--- src/rtl/ab_game_pkg.sv ---
// ab_game_pkg: shared types and constants for the 1A2B game engine.
//   state_t      FSM state encoding (exported on out_state)
//   DIGIT_W      bits per BCD digit
//   DIGIT_CNT    digits per secret/guess word
//   WORD_W       packed word width, digit0 in the top nibble
//   INVALID_CODE count value reported for a rejected guess (GUESS_CHECK_EN builds)
//   digit_of()   extracts digit idx (0 = most significant nibble) from a word
package ab_game_pkg;

   localparam int DIGIT_W   = 4;
   localparam int DIGIT_CNT = 4;
   localparam int WORD_W    = DIGIT_W * DIGIT_CNT;
   localparam int CNT_W     = 3;

   localparam logic [CNT_W-1:0] INVALID_CODE = 3'd7;
   localparam logic [CNT_W-1:0] WIN_COUNT    = 3'(DIGIT_CNT);

   typedef enum logic [2:0] {
      ST_IDLE  = 3'd0,
      ST_LOAD  = 3'd1,
      ST_WAIT  = 3'd2,
      ST_SCORE = 3'd3,
      ST_WIN   = 3'd4
   } state_t;

   function automatic logic [DIGIT_W-1:0] digit_of(input logic [WORD_W-1:0] word,
                                                  input int idx);
      logic [WORD_W-1:0] shifted;
      shifted = word >> (DIGIT_W * (DIGIT_CNT - 1 - idx));
      return shifted[DIGIT_W-1:0];
   endfunction

endpackage

--- src/rtl/ab_scorer.sv ---
// ab_scorer: combinational 1A2B scoring of a guess word against a secret word.
//   secret  in  16  secret digits, digit0 in [15:12]
//   guess   in  16  guess digits, paired position-wise with secret
//   a_num   out 3   digits matching at the same position
//   b_num   out 3   non-matching positions whose digit occurs elsewhere in secret
//   invalid out 1   (GUESS_CHECK_EN only) guess has a digit >9 or a repeated digit
// Optional feature macro: GUESS_CHECK_EN.
module ab_scorer
   import ab_game_pkg::*;
(
   input  logic [WORD_W-1:0] secret,
   input  logic [WORD_W-1:0] guess,
   output logic [CNT_W-1:0]  a_num,
   output logic [CNT_W-1:0]  b_num
`ifdef GUESS_CHECK_EN
   ,
   output logic              invalid
`endif
);

   logic [DIGIT_CNT-1:0] bull;
   logic [DIGIT_CNT-1:0] cow_hit;

   always_comb begin
      bull    = '0;
      cow_hit = '0;
      a_num   = '0;
      b_num   = '0;
      for (int i = 0; i < DIGIT_CNT; i++) begin
         bull[i] = (digit_of(guess, i) == digit_of(secret, i));
         for (int j = 0; j < DIGIT_CNT; j++) begin
            if ((j != i) && (digit_of(guess, i) == digit_of(secret, j)))
               cow_hit[i] = 1'b1;
         end
      end
      // A position that is already a bull never also counts as a cow.
      for (int i = 0; i < DIGIT_CNT; i++) begin
         if (bull[i])
            a_num = a_num + 3'd1;
         else if (cow_hit[i])
            b_num = b_num + 3'd1;
      end
   end

`ifdef GUESS_CHECK_EN
   always_comb begin
      invalid = 1'b0;
      for (int i = 0; i < DIGIT_CNT; i++) begin
         if (digit_of(guess, i) > 4'd9)
            invalid = 1'b1;
         for (int j = i + 1; j < DIGIT_CNT; j++) begin
            if (digit_of(guess, i) == digit_of(guess, j))
               invalid = 1'b1;
         end
      end
   end
`endif

endmodule

--- src/rtl/ab_game_core.sv ---
// ab_game_core: 1A2B (Bulls & Cows) game engine.
//   in_clka      in  1  clock, all state on rising edge
//   in_restart   in  1  asynchronous active-high reset
//   in_loadtest  in  1  start/restart a round with SECRET
//   in_enter     in  1  arm guess entry (guess taken when it drops)
//   in_ans0..3   in  4  guess digits, ans0 pairs with secret digit0
//   out_Anum     out 3  A count
//   out_Bnum     out 3  B count
//   out_state    out 3  state register
//   out_valid    out 1  counts hold a scored guess
// Optional feature macro: GUESS_CHECK_EN (reject malformed guesses with 7/7).
//
// state | meaning
// IDLE  | after reset, waiting for in_loadtest
// LOAD  | secret loaded, waiting for in_enter
// WAIT  | entry armed, guess taken when in_enter drops
// SCORE | guess resampled every cycle, counts one cycle behind
// WIN   | 4A scored, outputs frozen until in_loadtest
module ab_game_core
   import ab_game_pkg::*;
#(
   parameter logic [WORD_W-1:0] SECRET = 16'h2345
) (
   input  logic               in_clka,
   input  logic               in_restart,
   input  logic               in_loadtest,
   input  logic               in_enter,
   input  logic [DIGIT_W-1:0] in_ans0,
   input  logic [DIGIT_W-1:0] in_ans1,
   input  logic [DIGIT_W-1:0] in_ans2,
   input  logic [DIGIT_W-1:0] in_ans3,
   output logic [CNT_W-1:0]   out_Anum,
   output logic [CNT_W-1:0]   out_Bnum,
   output logic [2:0]         out_state,
   output logic               out_valid
);

   state_t              state;
   state_t              state_next;
   logic [WORD_W-1:0]   secret;
   logic [WORD_W-1:0]   guess;
   logic                load_secret;
   logic                capture_guess;
   logic                update_score;
   logic                clear_score;
   logic [CNT_W-1:0]    a_score;
   logic [CNT_W-1:0]    b_score;
   logic                score_invalid;
   logic [CNT_W-1:0]    a_next;
   logic [CNT_W-1:0]    b_next;

   ab_scorer u_scorer (
      .secret  (secret),
      .guess   (guess),
      .a_num   (a_score),
      .b_num   (b_score)
`ifdef GUESS_CHECK_EN
      ,
      .invalid (score_invalid)
`endif
   );

`ifndef GUESS_CHECK_EN
   assign score_invalid = 1'b0;
`endif

   assign a_next = score_invalid ? INVALID_CODE : a_score;
   assign b_next = score_invalid ? INVALID_CODE : b_score;

   always_ff @(posedge in_clka or posedge in_restart) begin
      if (in_restart)
         state <= ST_IDLE;
      else
         state <= state_next;
   end

   always_comb begin
      state_next    = state;
      load_secret   = 1'b0;
      capture_guess = 1'b0;
      update_score  = 1'b0;
      clear_score   = 1'b0;
      case (state)
         ST_IDLE: begin
            if (in_loadtest) begin
               state_next  = ST_LOAD;
               load_secret = 1'b1;
            end
         end
         ST_LOAD: begin
            if (in_loadtest)
               load_secret = 1'b1;
            else if (in_enter)
               state_next = ST_WAIT;
         end
         ST_WAIT: begin
            // in_loadtest is deliberately not looked at while entry is armed.
            if (!in_enter) begin
               state_next    = ST_SCORE;
               capture_guess = 1'b1;
            end
         end
         ST_SCORE: begin
            if (in_loadtest) begin
               state_next  = ST_LOAD;
               load_secret = 1'b1;
               clear_score = 1'b1;
            end else begin
               capture_guess = 1'b1;
               update_score  = 1'b1;
               if (!score_invalid && (a_score == WIN_COUNT))
                  state_next = ST_WIN;
            end
         end
         ST_WIN: begin
            if (in_loadtest) begin
               state_next  = ST_LOAD;
               load_secret = 1'b1;
               clear_score = 1'b1;
            end
         end
         default: state_next = ST_IDLE;
      endcase
   end

   always_ff @(posedge in_clka or posedge in_restart) begin
      if (in_restart) begin
         secret    <= '0;
         guess     <= '0;
         out_Anum  <= '0;
         out_Bnum  <= '0;
         out_valid <= 1'b0;
      end else begin
         if (load_secret)
            secret <= SECRET;
         if (capture_guess)
            guess <= {in_ans0, in_ans1, in_ans2, in_ans3};
         if (clear_score) begin
            out_Anum  <= '0;
            out_Bnum  <= '0;
            out_valid <= 1'b0;
         end else if (update_score) begin
            out_Anum  <= a_next;
            out_Bnum  <= b_next;
            out_valid <= 1'b1;
         end
      end
   end

   assign out_state = state;

endmodule

--- config.mk ---
export PLATFORM = sky130hd
export DESIGN_NAME = ab_game_core
export DESIGN_NICKNAME = d
export VERILOG_FILES = /design/src/rtl/ab_game_pkg.sv /design/src/rtl/ab_scorer.sv /design/src/rtl/ab_game_core.sv
export SDC_FILE = /design/constraint.sdc
export NUM_CORES = 1
export LEC_CHECK = 0
export BUFFER_PORTS_ARGS = -buffer_cell sky130_fd_sc_hd__buf_2
export CAP_MARGIN = 20
export CORE_MARGIN = 1
export CORE_UTILIZATION = 55
export DETAILED_ROUTE_END_ITERATION = 10
export PLACE_DENSITY_LB_ADDON = 0.08
export SETUP_SLACK_MARGIN = 0.4
export SLEW_MARGIN = 20
export SYNTH_ARGS = -nofsm -noshare
export SYNTH_HDL_FRONTEND = slang
export SYNTH_SLANG_ARGS = --single-unit
--- constraint.sdc ---
create_clock -name in_clka -period 3.2 [get_ports in_clka]
set_clock_uncertainty 0.1 [all_clocks]
set_input_delay 0.8 -clock in_clka [delete_from_list [all_inputs] [get_ports in_clka]]
set_output_delay 0.8 -clock in_clka [all_outputs]
set_load 0.1 [all_outputs]
[Word level (Yosys, flattened, before mapping)]
Cells that the tools add are included.
Operators by class
  $lt $le $gt $ge: 0
  reductions and logical operators: 6
  $mul: 0
  mux-type cells: 44
  add/subtract/negate cells: 6
  bitwise logic cells: 0
  equal/unequal tests: 26
  divide/modulo/power cells: 0
  shift-type cells: 0
Operators by type and width (count)
  $mux W3: 19
  $eq A4 B2 Y1: 8
  $eq A4 B3 Y1: 8
  $mux W1: 23
  $add A3 B1 Y3 const B: 6
  $pmux W3 S4: 1
  $eq A3 B2 Y1 const B: 2
  $eq A3 B3 Y1 const B: 2
  $ne A2 B2 Y1 const B: 3
  $reduce_and A5 Y1: 1
  $reduce_or A2 Y1: 2
  $reduce_or A4 Y1: 1
  $eq A3 B1 Y1 const B: 1
  $logic_not A3 Y1: 1
  $ne A3 B3 Y1 const B: 1
  $ne A2 B1 Y1 const B: 1
  $pmux W1 S2: 1
  $reduce_bool A2 Y1: 1
Word-level totals
  memories: 0
  bits in latches: 0
  bits in read-only memories: 0
  word-level logic and storage cells: 88
  bits in registers: 27
  output and inout bits: 10
  input bits: 20
  RAM bits: 0

[Longest topological paths before layout]
Gate-level depths: netlist of run 1.
  depth after elaboration: 17
  gate-level depth with buffers: 15
  mapped depth without buffers: 15

[Modules after synthesis]
A second synthesis of run 1 with hierarchy kept.
Unflattened totals
  cell total of the unflattened synthesis: 218
  area total of the unflattened synthesis: 2214.6 sq um
Modules (own cells, without submodules)
  ab_game_core: sequential area each 675.6 sq um, cells each 92, instances 1, area an instance 1191.1 sq um
  ab_scorer: sequential area each 0.0 sq um, cells each 126, instances 1, area an instance 1023.5 sq um

[Worst setup path after synthesis of run 1]
Ideal clock, no wire load.
  kind: register to register
  from: reg, netlist name secret[0]
  to: reg state[1], in the netlist out_state[1]
  stages on the path, launching flop included: 11
  arrival time: 2551 ps
  required time: 2969 ps
  path buffers: 1
  path slack: 417 ps
  period minus slack after synthesis: 2783 ps
  setup time: 131 ps
  path through: dfrtp_1 -> buf_6 -> xor2_1 -> or4_1 -> ha_1 -> xnor2_2 -> ha_1 -> o211ai_2 -> xor2_1 -> nor3b_1 -> or3_1
On the way
  word-level cells in the longest chain between the ends: 11
  elaborated cells between the ends (all ways): 14
  those cells by class: add/sub (3); eq/ne (6); mux (4); reduce/logical (1)
Ends and longest elaborated chain
  $eq A4 B2 Y1: line ab_scorer.sv:30  | bull[i] = (digit_of(guess, i) == digit_of(secret, i));
  $mux W1: line ab_scorer.sv:38  | if (bull[i])
  $add A3 B1 Y3: line ab_scorer.sv:39  | a_num = a_num + 3'd1;
  $mux W3: line ab_scorer.sv:38
  $add A3 B1 Y3: line ab_scorer.sv:39
  $mux W3: line ab_scorer.sv:38
  $add A3 B1 Y3: line ab_scorer.sv:39
  $mux W3 *: line ab_scorer.sv:38
  $eq A3 B3 Y1 *: line ab_game_core.sv:111  | if (!score_invalid && (a_score == WIN_COUNT))
  $ne A3 B3 Y1 (no line) *
  $reduce_and A5 Y1 (no line) *
  end signal, assigned: line ab_game_core.sv:74  | state <= state_next;
  end, declared: line ab_game_core.sv:38  | state_t state;
Every way passes the cells marked *; elsewhere a longest branch is shown, timed or not.
A chain may end at the register's enable or synchronous reset.

[Final worst setup path of run 1]
  from: reg guess[9]
  to: reg out_Bnum[1]
On the way
  word-level cells in the longest chain between the ends: 14
  elaborated cells between the ends (all ways): 17
  those cells by class: add/sub (2); eq/ne (4); mux (11)
Ends and longest elaborated chain
  start, declared: line ab_game_core.sv:41  | logic [WORD_W-1:0] guess;
  start signal, assigned: line ab_game_core.sv:137  | guess <= {in_ans0, in_ans1, in_ans2, in_ans3};
  $eq A4 B2 Y1: line ab_scorer.sv:32  | if ((j != i) && (digit_of(guess, i) == digit_of(secret, j)))
  $mux W1 (3 in a row): line ab_scorer.sv:32
  $mux W3: line ab_scorer.sv:40  | else if (cow_hit[i])
  $mux W3 *: line ab_scorer.sv:38
  $add A3 B1 Y3: line ab_scorer.sv:41  | b_num = b_num + 3'd1;
  $mux W3: line ab_scorer.sv:40
  $mux W3 *: line ab_scorer.sv:38
  $add A3 B1 Y3: line ab_scorer.sv:41
  $mux W3: line ab_scorer.sv:40
  $mux W3 *: line ab_scorer.sv:38
  $mux W3 *: line ab_game_core.sv:142  | end else if (update_score) begin
  $mux W3 *: line ab_game_core.sv:138  | if (clear_score) begin
  end signal, assigned: line ab_game_core.sv:144  | out_Bnum <= b_next;
  end, declared: line ab_game_core.sv:33  | output logic [CNT_W-1:0] out_Bnum,
Every way passes the cells marked *; elsewhere a longest branch is shown, timed or not. The select of a mux whose other input is x is not followed.

==> results.py, run 1 <==
metrics = {
    "critical_path": {
        "crit_required_ns": 3.33,
        "slowest_stage": "dfrtp_2",
        "slowest_delay_ns": 0.46,
        "crit_fanout": 4,
        "crit_path_start_kind": "register",
        "path_cells": "buf_6 -> nor4_4 -> a21oi_2 -> nor2_1 -> ha_1 -> a32oi_4 -> inv_1 -> ha_1 -> nand2_1 -> nand2_1 -> ha_2 -> o21ai_1 -> a31oi_1 -> a21o_1",
        "arrival_ns": 2.93,
        "crit_path_end_kind": "register",
        "critPathKind": "register to register",
    },
    "cells_and_area": {
        "register_area_um2": 679,
        "multiInputGateArea_um2": 1010,
        "drive_gt1_share_pct": 44.8,
        "area_growth_pct": 19.7,
        "fin_cells": 223,
        "fin_area_um2": 2010,
        "layout.cells.most_common": "buf_2",
        "fin_nets": 219,
        "layout_common_cells": "buf_2 (29), dfrtp_1 (24), nand2_1 (16)",
        "n_fill_cell": 218,
        "fin_util_pct": 70.9,
        "antennaDiodeCount": 0,
    },
    "sta": {
        "slew_headroom_pct": 39.1,
        "fmax_mhz": 357,
        "setup_viol": 0,
        "setup_tns_ns": 0,
        "drv_slew": 0,
        "period_minus_slack_ns": 2.80,
        "fin_hold_ws_ns": 0.384,
        "setup_slack_ns": 0.402,
        "hold_viol": 0,
        "rsz0062_at_grt": "yes",
        "worstMarginPinSlew_ns": 0.909,
        "period_share_pct": 87.4,
    },
    "grt": {
        "met2_usage_pct": 34.3,
        "met1_usage_pct": 26.8,
        "grt_overflow": 0,
        "antenna_found_initial": 0,
        "use_met3_pct": 3.17,
        "grt_use_total_pct": 20.9,
        "grt_pass1_vias": 1189,
        "grt_pass1_wl_mm": 5.18,
        "top_usage_layer": "met2",
        "grt_max_degree": 28,
    },
    "synthesis": {
        "synth_top_family_by_area": "simple AND/OR/NAND/NOR gates",
        "synth_mux_area_share_pct": 12.6,
        "synth-xor-area-share_pct": 5.15,
        "ys_seq_area_share_pct": 40.3,
        "synth_edf_count": 0,
        "synthArstFlopShare_pct": 100,
        "syn_inst": 151,
        "synth-compound-area-share_pct": 12.5,
        "synth-simple-area-share_pct": 22.6,
        "ys_ff_latch": 27,
        "synth_fa_ha_area_share_pct": 4.48,
        "synthesis.area_um2": 1680,
        "synth_top_flop_cell": "dfrtp_1",
        "yosysUniqueCellTypes": 49,
        "avgSynthCellArea_um2": 11.1,
        "yosys_warnings": 0,
        "syn-num-nets": 177,
    },
    "clock_network": {
        "ctsHoldBuffers": 0,
        "cts_max_level": 1,
        "numCtsBuffers": 3,
        "cts.reportedPaths.clkPinSlew_ns": 0.14,
        "cts_tree": "done",
        "cts_buffer_depth": 2,
        "clk_latency_ns": 0.33,
        "cts-root-buf": "clkbuf_4",
        "clkSinkCount": 27,
    },
    "floorplanning": {
        "io-pin-count": 30,
        "die_area_um2": 3270,
        "die_h_um": 57.2,
        "num_rows": 19,
        "core_um2": 2830,
        "initial_core_util_pct": 59.2,
        "dieWidth_um": 57.2,
    },
    "placed_design": {
        "dp_hpwl_mm": 2.28,
        "pre_cts_ws_ns": 0.244,
        "placed_area_um2": 1850,
        "place_congestion": 0.825,
        "placed_cells": 209,
        "portBuffers": 29,
    },
    "route": {
        "drc_errors": 5,
        "drtPass1Iterations": 7,
        "wl_mm": 3.14,
        "ant_nets": 0,
        "via_per_inst": 5.61,
        "vias": 1250,
        "drtIter0Drc": 41,
        "wire_per_inst_um": 14.1,
    },
    "run": {
        "max_cap_violations": 0,
    },
    "pwr": {
        "p_per_area_nw_per_um2": 1050,
        "p_leak_nw": 0.924,
        "finalPower_mw": 2.10,
        "vdd_drop_max_mv": 0.537,
    },
    "worst_hold_path": {
        "min_path_type": "register to register",
    },
    "outcome": {
        "violations": "DRC",
        "status": "complete, but fails checks",
    },
}
[power breakdown]
part	internal [mW]	total, mW	leakage (nW)	switching (mW)
registers	0.488	0.657	0.325	0.169
clock network	0.0489	0.148	0.0150	0.0989
logic	0.549	1.30	0.584	0.748
total	1.09	2.10	0.924	1.02
[synth_stat cells, drive strengths merged, types with 4 or more instances]
cell type,n,area (µm²)
o21ai,8,55.1
nor2,9,48.8
a21oi,4,27.5
dfrtp,27,676
nand2,16,60.1
inv,5,18.8
mux2,17,191
nand3b,4,30.0
ha,6,75.1
xor2,5,43.8
xnor2,4,42.6
nand2b,7,51.3
[cells by family after synthesis]
kind of cell | Yosys count
xor gates and xnor gates | 9
adders and majority gates | 6
DFF | 27
and+or+nand+nor | 58
AOI/OAI and AO/OA | 24
buffers and inverters | 8
muxes | 19
[cell type report]
cell class              instances  share of cell area (%)
well taps                      31                    1.93
inverters                       5                   0.936
multi-input cells             116                    50.2
flip-flops and latches         27                    33.9
repair buffers                 40                    11.7
clock buffers                   4                    1.31
[flip-flops by register name, summed over array words and instances (netlist names)]
name,flops
out_Anum,3
guess,16
secret,1
out_state,3
out_valid,1
out_Bnum,3
[layer usage]
layer	vias to the layer above	wire [µm]
li1	620	-
met1	593	1400
met2	29	1570
met3	8	99
met4	0	69
met5	-	0
[worst paths after layout]
check / startpoint / end / slack, ns / depth (start not counted)
setup / recovery: guess[9] / out_Bnum[1] / 0.40 / 14
hold / removal: out_Anum[2] / out_Anum[2] / 0.38 / 2
setup reg to reg: guess[9] / out_Bnum[1] / 0.40 / 14
hold reg to reg: out_Anum[2] / out_Anum[2] / 0.38 / 2
max in group asynchronous: in_restart / guess[9] / 2.12 / 2
min in group asynchronous: in_restart / guess[12] / 0.43 / 2
[worst max-delay path: cells and delay by family (launching register included)]
kind	cells	cell delay, ns
fa+ha+maj	3	0.80
simple gates	4	0.55
buf+inv	2	0.20
flops	1	0.46
compound gates	5	0.59
[what timing repair did]
item | in CTS | in global routing
setup buffers | 5 | 5
endpoints found under the setup margin | 2 | 5
hold endpoints to repair | 0 | 0
pin swaps | 3 | 8
resized for setup | 5 | 10
Power figures use the tool's default switching activity.
==> run 2: changes to the inputs <==
--- a/config.mk
+++ b/config.mk
@@ -7,8 +7,8 @@
 export LEC_CHECK = 0
 export BUFFER_PORTS_ARGS = -buffer_cell sky130_fd_sc_hd__buf_2
 export CAP_MARGIN = 20
-export CORE_MARGIN = 1
-export CORE_UTILIZATION = 55
+export CORE_MARGIN = 4
+export CORE_UTILIZATION = 50
 export DETAILED_ROUTE_END_ITERATION = 10
 export PLACE_DENSITY_LB_ADDON = 0.08
 export SETUP_SLACK_MARGIN = 0.4
==> run 2 against run 1 <==
Net effect: routed wire length is 3.2% lower; first-iteration DRC count is 71% higher; sequential cell count stayed put; critical endpoint unchanged; global-route usage is 5.8 points lower; the flow now finishes without violations; largest cell class unchanged; via count is 2.5% lower.
==> results.py, run 2 (synthesis results as in run 1) <==
metrics = {
    "cells_and_area": {
        "multiInputGateArea_um2": 1010,
        "layout_common_cells": "buf_2 (29), dfrtp_1 (24), nand2_1 (15)",
        "antennaDiodeCount": 0,
        "register_area_um2": 679,
        "layout.cells.most_common": "buf_2",
        "drive_gt1_share_pct": 44.1,
        "fin_util_pct": 63.5,
        "fin_nets": 215,
        "n_fill_cell": 274,
        "top_register": "guess",
        "fin_area_um2": 1990,
        "largest_reg_flops": 16,
        "area_growth_pct": 18.5,
    },
    "grt": {
        "grt_max_degree": 28,
        "grt_pass1_vias": 1202,
        "grt_pass1_wl_mm": 5.25,
        "grt_use_total_pct": 15.2,
        "antenna_found_initial": 0,
        "grt_overflow": 0,
    },
    "route": {
        "ant_nets": 0,
        "drtPass1Iterations": 4,
        "wire_per_inst_um": 13.1,
        "drc_errors": 0,
        "wl_mm": 3.04,
        "vias": 1219,
        "via_per_inst": 5.25,
        "drtIter0Drc": 70,
    },
    "sta": {
        "slew_headroom_pct": 62.4,
        "fmax_mhz": 362,
        "period_share_pct": 86.3,
        "setup_tns_ns": 0,
        "rsz0062_at_grt": "yes",
        "worstMarginPinSlew_ns": 0.563,
        "drv_slew": 0,
        "setup_slack_ns": 0.439,
        "setup_viol": 0,
        "hold_viol": 0,
        "period_minus_slack_ns": 2.76,
    },
    "critical_path": {
        "crit_required_ns": 3.34,
        "crit_path_start_kind": "register",
        "crit_path_end_kind": "register",
        "critPathKind": "register to register",
        "worst-r2r-setup-slack_ns": 0.44,
        "crit_fanout": 5,
        "arrival_ns": 2.90,
    },
    "placed_design": {
        "dp_hpwl_mm": 2.29,
        "place_congestion": 0.785,
        "placed_area_um2": 1860,
        "portBuffers": 29,
        "pre_cts_ws_ns": 0.231,
    },
    "run": {
        "max_cap_violations": 0,
    },
    "floorplanning": {
        "dieWidth_um": 65.9,
        "io-pin-count": 30,
        "num_rows": 20,
        "die_area_um2": 4340,
        "initial_core_util_pct": 53.6,
        "core_um2": 3130,
        "die_h_um": 65.9,
    },
    "clock_network": {
        "ctsHoldBuffers": 0,
        "cts.reportedPaths.clkPinSlew_ns": 0.14,
        "clk_latency_ns": 0.32,
        "cts_max_level": 1,
        "clkSinkCount": 27,
        "cts-root-buf": "clkbuf_4",
        "cts_tree": "done",
        "cts_buffer_depth": 2,
        "numCtsBuffers": 3,
    },
    "pwr": {
        "p_per_area_nw_per_um2": 1060,
        "vdd_drop_max_mv": 0.486,
        "p_leak_nw": 0.910,
        "finalPower_mw": 2.11,
    },
    "outcome": {
        "status": "finished, final reports clean",
    },
    "worst_hold_path": {
        "min_path_type": "register to register",
    },
}
-- run 2: final cells by class --
| type | instances | area share, % |
|---|---|---|
| inverters | 5 | 0.945 |
| well taps | 44 | 2.77 |
| repair buffers | 36 | 9.96 |
| multi-input cells | 116 | 50.8 |
| flip-flops and latches | 27 | 34.2 |
| clock buffers | 4 | 1.32 |
-- run 2: metrics by stage --
stage / hold slack [ns] / instances
detailed placement: 0.359 / 222
floorplan: 0.388 / 151
CTS: 0.392 / 230
finish: 0.383 / 232
global placement: 0.354 / 222
global route: 0.413 / 232
-- run 2: critical path, cell delays in order, from the launching register on --
cell     delay, ns
dfrtp_2       0.48
mux2_4        0.32
a21oi_2       0.12
nor2_1        0.05
ha_1          0.32
a32oi_4       0.23
inv_2         0.07
ha_4          0.26
nand2_2       0.05
nand2_1       0.07
ha_1          0.22
o21ai_1       0.14
a31oi_1       0.07
a21o_1        0.17
-- run 2: per-layer routing --
layer / track usage, % / up-vias / wire (µm)
li1: - / 611 / -
met1: 19.7 / 583 / 1370
met2: 25.5 / 21 / 1530
met3: 2.38 / 4 / 111
met4: 4.92 / 0 / 34
met5: 0 / - / 0
-- run 2: final timing paths --
| kind | start | end | depth (start not counted) |
|---|---|---|---|
| setup / recovery | guess[9] | out_Bnum[1] | 13 |
| hold / removal | out_valid | out_valid | 2 |
| setup reg to reg | guess[9] | out_Bnum[1] | 13 |
| hold reg to reg | out_valid | out_valid | 2 |
| max in group asynchronous | in_restart | guess[8] | 2 |
| min in group asynchronous | in_restart | guess[14] | 2 |
-- run 2: power breakdown --
part	internal [mW]	total [mW]	switching, mW
Combinational	0.564	1.31	0.744
Clock	0.0489	0.149	0.100
Sequential	0.487	0.649	0.162
Total	1.10	2.11	1.01
-- run 2: what timing repair did --
action / in CTS / in global routing
resized for setup: 5 / 7
setup endpoints to repair: 4 / 5
buffers inserted: 4 / 2
pin swaps: 3 / 5
==> run 3: changes to the inputs <==
--- a/config.mk
+++ b/config.mk
@@ -5,6 +5,7 @@
 export SDC_FILE = /design/constraint.sdc
 export NUM_CORES = 1
 export LEC_CHECK = 0
+export ABC_AREA = 1
 export BUFFER_PORTS_ARGS = -buffer_cell sky130_fd_sc_hd__buf_2
 export CAP_MARGIN = 20
 export CORE_MARGIN = 4
==> constraint.sdc (replaced) <==
create_clock -name in_clka -period 3.3 [get_ports in_clka]
set_clock_uncertainty 0.1 [all_clocks]
set_input_delay 0.825 -clock in_clka [delete_from_list [all_inputs] [get_ports in_clka]]
set_output_delay 0.825 -clock in_clka [all_outputs]
set_load 0.1 [all_outputs]
==> run 3 against run 2 <==
Net effect: sequential cell count unchanged; die area increased by 6.5%; count of clock-buffer cells in the layout unchanged; cell count increased by 36%; non-clock buffer count decreased by 5; first-iteration DRC count increased by 8.6%; power decreased by 7.2%; critical path depth increased by 5; critical path type unchanged; critical endpoint is now out_state[1].
==> results.py, run 3 <==
metrics = {
    "clock_network": {
        "cts_max_level": 1,
        "clk_latency_ns": 0.31,
        "clkSinkCount": 27,
        "cts_tree": "done",
        "ctsHoldBuffers": 0,
        "cts-root-buf": "clkbuf_4",
        "cts.reportedPaths.clkPinSlew_ns": 0.14,
        "cts_buffer_depth": 2,
        "numCtsBuffers": 3,
    },
    "route": {
        "drtIter0Drc": 76,
        "wire_per_inst_um": 11.1,
        "drc_errors": 0,
        "wl_mm": 3.49,
        "vias": 1565,
        "drtPass1Iterations": 4,
        "via_per_inst": 4.95,
        "ant_nets": 0,
    },
    "cells_and_area": {
        "largest_reg_flops": 16,
        "n_fill_cell": 335,
        "fin_nets": 297,
        "layout_common_cells": "nand2_1 (68), inv_1 (35), buf_2 (29)",
        "layout.cells.most_common": "nand2_1",
        "fin_util_pct": 58.9,
        "drive_gt1_share_pct": 24.1,
        "antennaDiodeCount": 0,
        "area_growth_pct": 11.7,
        "top_register": "guess",
    },
    "pwr": {
        "clockPowerShare_pct": 7.0,
        "finalPower_mw": 1.95,
        "vdd_drop_max_mv": 0.455,
        "comb_power_share_pct": 64.1,
        "p_seq_share_pct": 28.9,
        "p_per_area_nw_per_um2": 972,
        "p_leak_nw": 1.10,
        "p_sw_share_pct": 54.9,
        "power.switching_mw": 1.07,
        "p_int_uw": 882,
    },
    "sta": {
        "period_share_pct": 82.2,
        "hold_viol": 0,
        "drv_slew": 0,
        "fmax_mhz": 369,
        "setup_tns_ns": 0,
        "rsz0062_at_grt": "no",
        "setup_viol": 0,
        "worstMarginPinSlew_ns": 0.626,
        "fin_hold_ws_ns": 0.391,
        "period_minus_slack_ns": 2.71,
        "slew_headroom_pct": 58.1,
    },
    "floorplanning": {
        "initial_core_util_pct": 52.7,
        "die_h_um": 68.0,
        "dieWidth_um": 68.0,
        "num_rows": 21,
        "die_area_um2": 4620,
        "core_um2": 3420,
        "io-pin-count": 30,
    },
    "synthesis": {
        "synth_top_cell_area_share_pct": 37.5,
        "synth-compound-area-share_pct": 12.0,
        "synthArstFlopShare_pct": 100,
        "ys_seq_area_share_pct": 37.5,
        "syn-num-nets": 265,
        "synth-xor-area-share_pct": 0.486,
        "synth_top_family_by_area": "simple AND/OR/NAND/NOR gates",
        "avgSynthCellArea_um2": 7.53,
        "yosysMostFrequentCell": "nand2_1",
        "yosysTopAreaCell": "dfrtp_1",
        "synth_fa_ha_area_share_pct": 4.17,
        "synth_common_cells": "nand2_1 (68), inv_1 (35), dfrtp_1 (27)",
        "ys_ff_latch": 27,
        "yosysUniqueCellTypes": 32,
        "synth_edf_count": 0,
        "synth.area.top_cells": "dfrtp_1 (38%), nand2_1 (14%), inv_1 (7.3%), nand3_1 (5.0%), o21ai_0 (4.7%)",
        "synth-simple-area-share_pct": 33.1,
        "yosys_warnings": 0,
        "synthesis.area_um2": 1800,
        "syn_inst": 239,
        "synth_mux_area_share_pct": 2.50,
        "synth_top_flop_cell": "dfrtp_1",
    },
    "grt": {
        "grt_overflow": 0,
        "use_met3_pct": 2.46,
        "met1_usage_pct": 24.7,
        "grt_use_total_pct": 17.0,
        "met2_usage_pct": 26.5,
        "grt_max_degree": 29,
        "top_usage_layer": "met2",
        "grt_pass1_vias": 1404,
        "grt_pass1_wl_mm": 6.02,
        "antenna_found_initial": 0,
    },
    "critical_path": {
        "slowest_stage": "dfrtp_2",
        "crit_path_end_kind": "register",
        "reg2reg_to": "out_state[1]",
        "crit_required_ns": 3.42,
        "worst-r2r-setup-slack_ns": 0.59,
        "reg2reg_depth": 18,
        "cp_common_cell": "nand2_1",
        "path_cells": "inv_4 -> nand2_1 -> nand3_2 -> nor2_4 -> inv_2 -> ha_1 -> nand4_1 -> nand2_1 -> inv_1 -> ha_1 -> inv_1 -> nand3_1 -> nand2_1 -> inv_1 -> a21oi_2 -> nand3_2 -> nand2_1 -> nand2_1",
        "critPathKind": "register to register",
        "crit_fanout": 15,
        "arrival_ns": 2.84,
        "crit_path_start_kind": "register",
        "slowest_delay_ns": 0.46,
        "r2r-start": "secret[0]",
    },
    "worst_hold_path": {
        "hold_path_depth": 2,
        "min_path_type": "register to register",
        "hold_start": "out_Bnum[1]",
        "min_to": "out_Bnum[1]",
    },
    "placed_design": {
        "place_congestion": 0.865,
        "portBuffers": 29,
        "dp_hpwl_mm": 2.81,
    },
    "outcome": {
        "status": "finished, final reports clean",
    },
    "run": {
        "max_cap_violations": 0,
    },
}
[run 3: power groups by stage]
| stage | clock network, mW | logic [mW] | registers (mW) |
|---|---|---|---|
| floorplan | 0 | 0.782 | 0.824 |
| global placement | 0 | 1.25 | 0.573 |
| detailed placement | 0 | 1.26 | 0.574 |
| CTS | 0.146 | 1.26 | 0.565 |
| global route | 0.163 | 1.41 | 0.585 |
| finish | 0.138 | 1.25 | 0.564 |
[run 3: logic make-up after synthesis]
family                     Yosys count
AOI/OAI and AO/OA                   33
xor gates and xnor gates             1
adders and majority gates            6
buffers and inverters               43
DFF                                 27
muxes                                4
and+or+nand+nor                    125
[run 3: layer usage]
layer | up-vias | part of all wire, %
met5 | - | 0
met4 | 0 | 0.72
met3 | 4 | 2.9
met2 | 21 | 44
met1 | 709 | 52
li1 | 831 | -
[run 3: per-stage QoR]
| stage | area [µm²] | setup slack (ns) | instances |
|---|---|---|---|
| 6_report | 2010 | 0.589 | 316 |
| 5_1_grt | 2010 | 0.408 | 316 |
| 4_1_cts | 2000 | 0.521 | 315 |
| 3_5_place_dp | 1980 | 0.440 | 311 |
| 3_3_place_gp | 1980 | 0.539 | 311 |
| 2_1_floorplan | 1800 | 0.697 | 239 |
[run 3: worst max-delay path, delay by kind of cell, from the launching register on]
family | cells | cell delay (ns)
flops | 1 | 0.46
fa+ha+maj | 2 | 0.56
buf+inv | 5 | 0.31
compound gates | 1 | 0.20
simple gates | 10 | 0.99
[run 3: repair_timing]
action,CTS,global route
gates cloned,0,0
resized for setup,1,0
endpoints found under the setup margin,1,4
pin swaps,0,0
setup buffers,0,1
[run 3: area by class of cell]
cell class,count,area (µm²),area share [%]
multi-input combinational,169,941,46.8
inverter,39,149,7.41
timing repair buffer,31,160,7.97
sequential,27,677,33.7
clock buffer,4,26.3,1.31
tap,46,57.6,2.86
[run 3: worst max-delay path by stage]
| stage | startpoint | endpoint | slack, ns |
|---|---|---|---|
| 2_1_floorplan | secret[0] | out_Bnum[1] | 0.70 |
| 3_3_place_gp | secret[0] | out_Bnum[1] | 0.54 |
| 3_5_place_dp | secret[0] | out_state[1] | 0.44 |
| 4_1_cts | secret[0] | out_state[1] | 0.52 |
| 5_1_grt | secret[0] | out_state[2] | 0.41 |
| 6_report | secret[0] | out_state[1] | 0.59 |
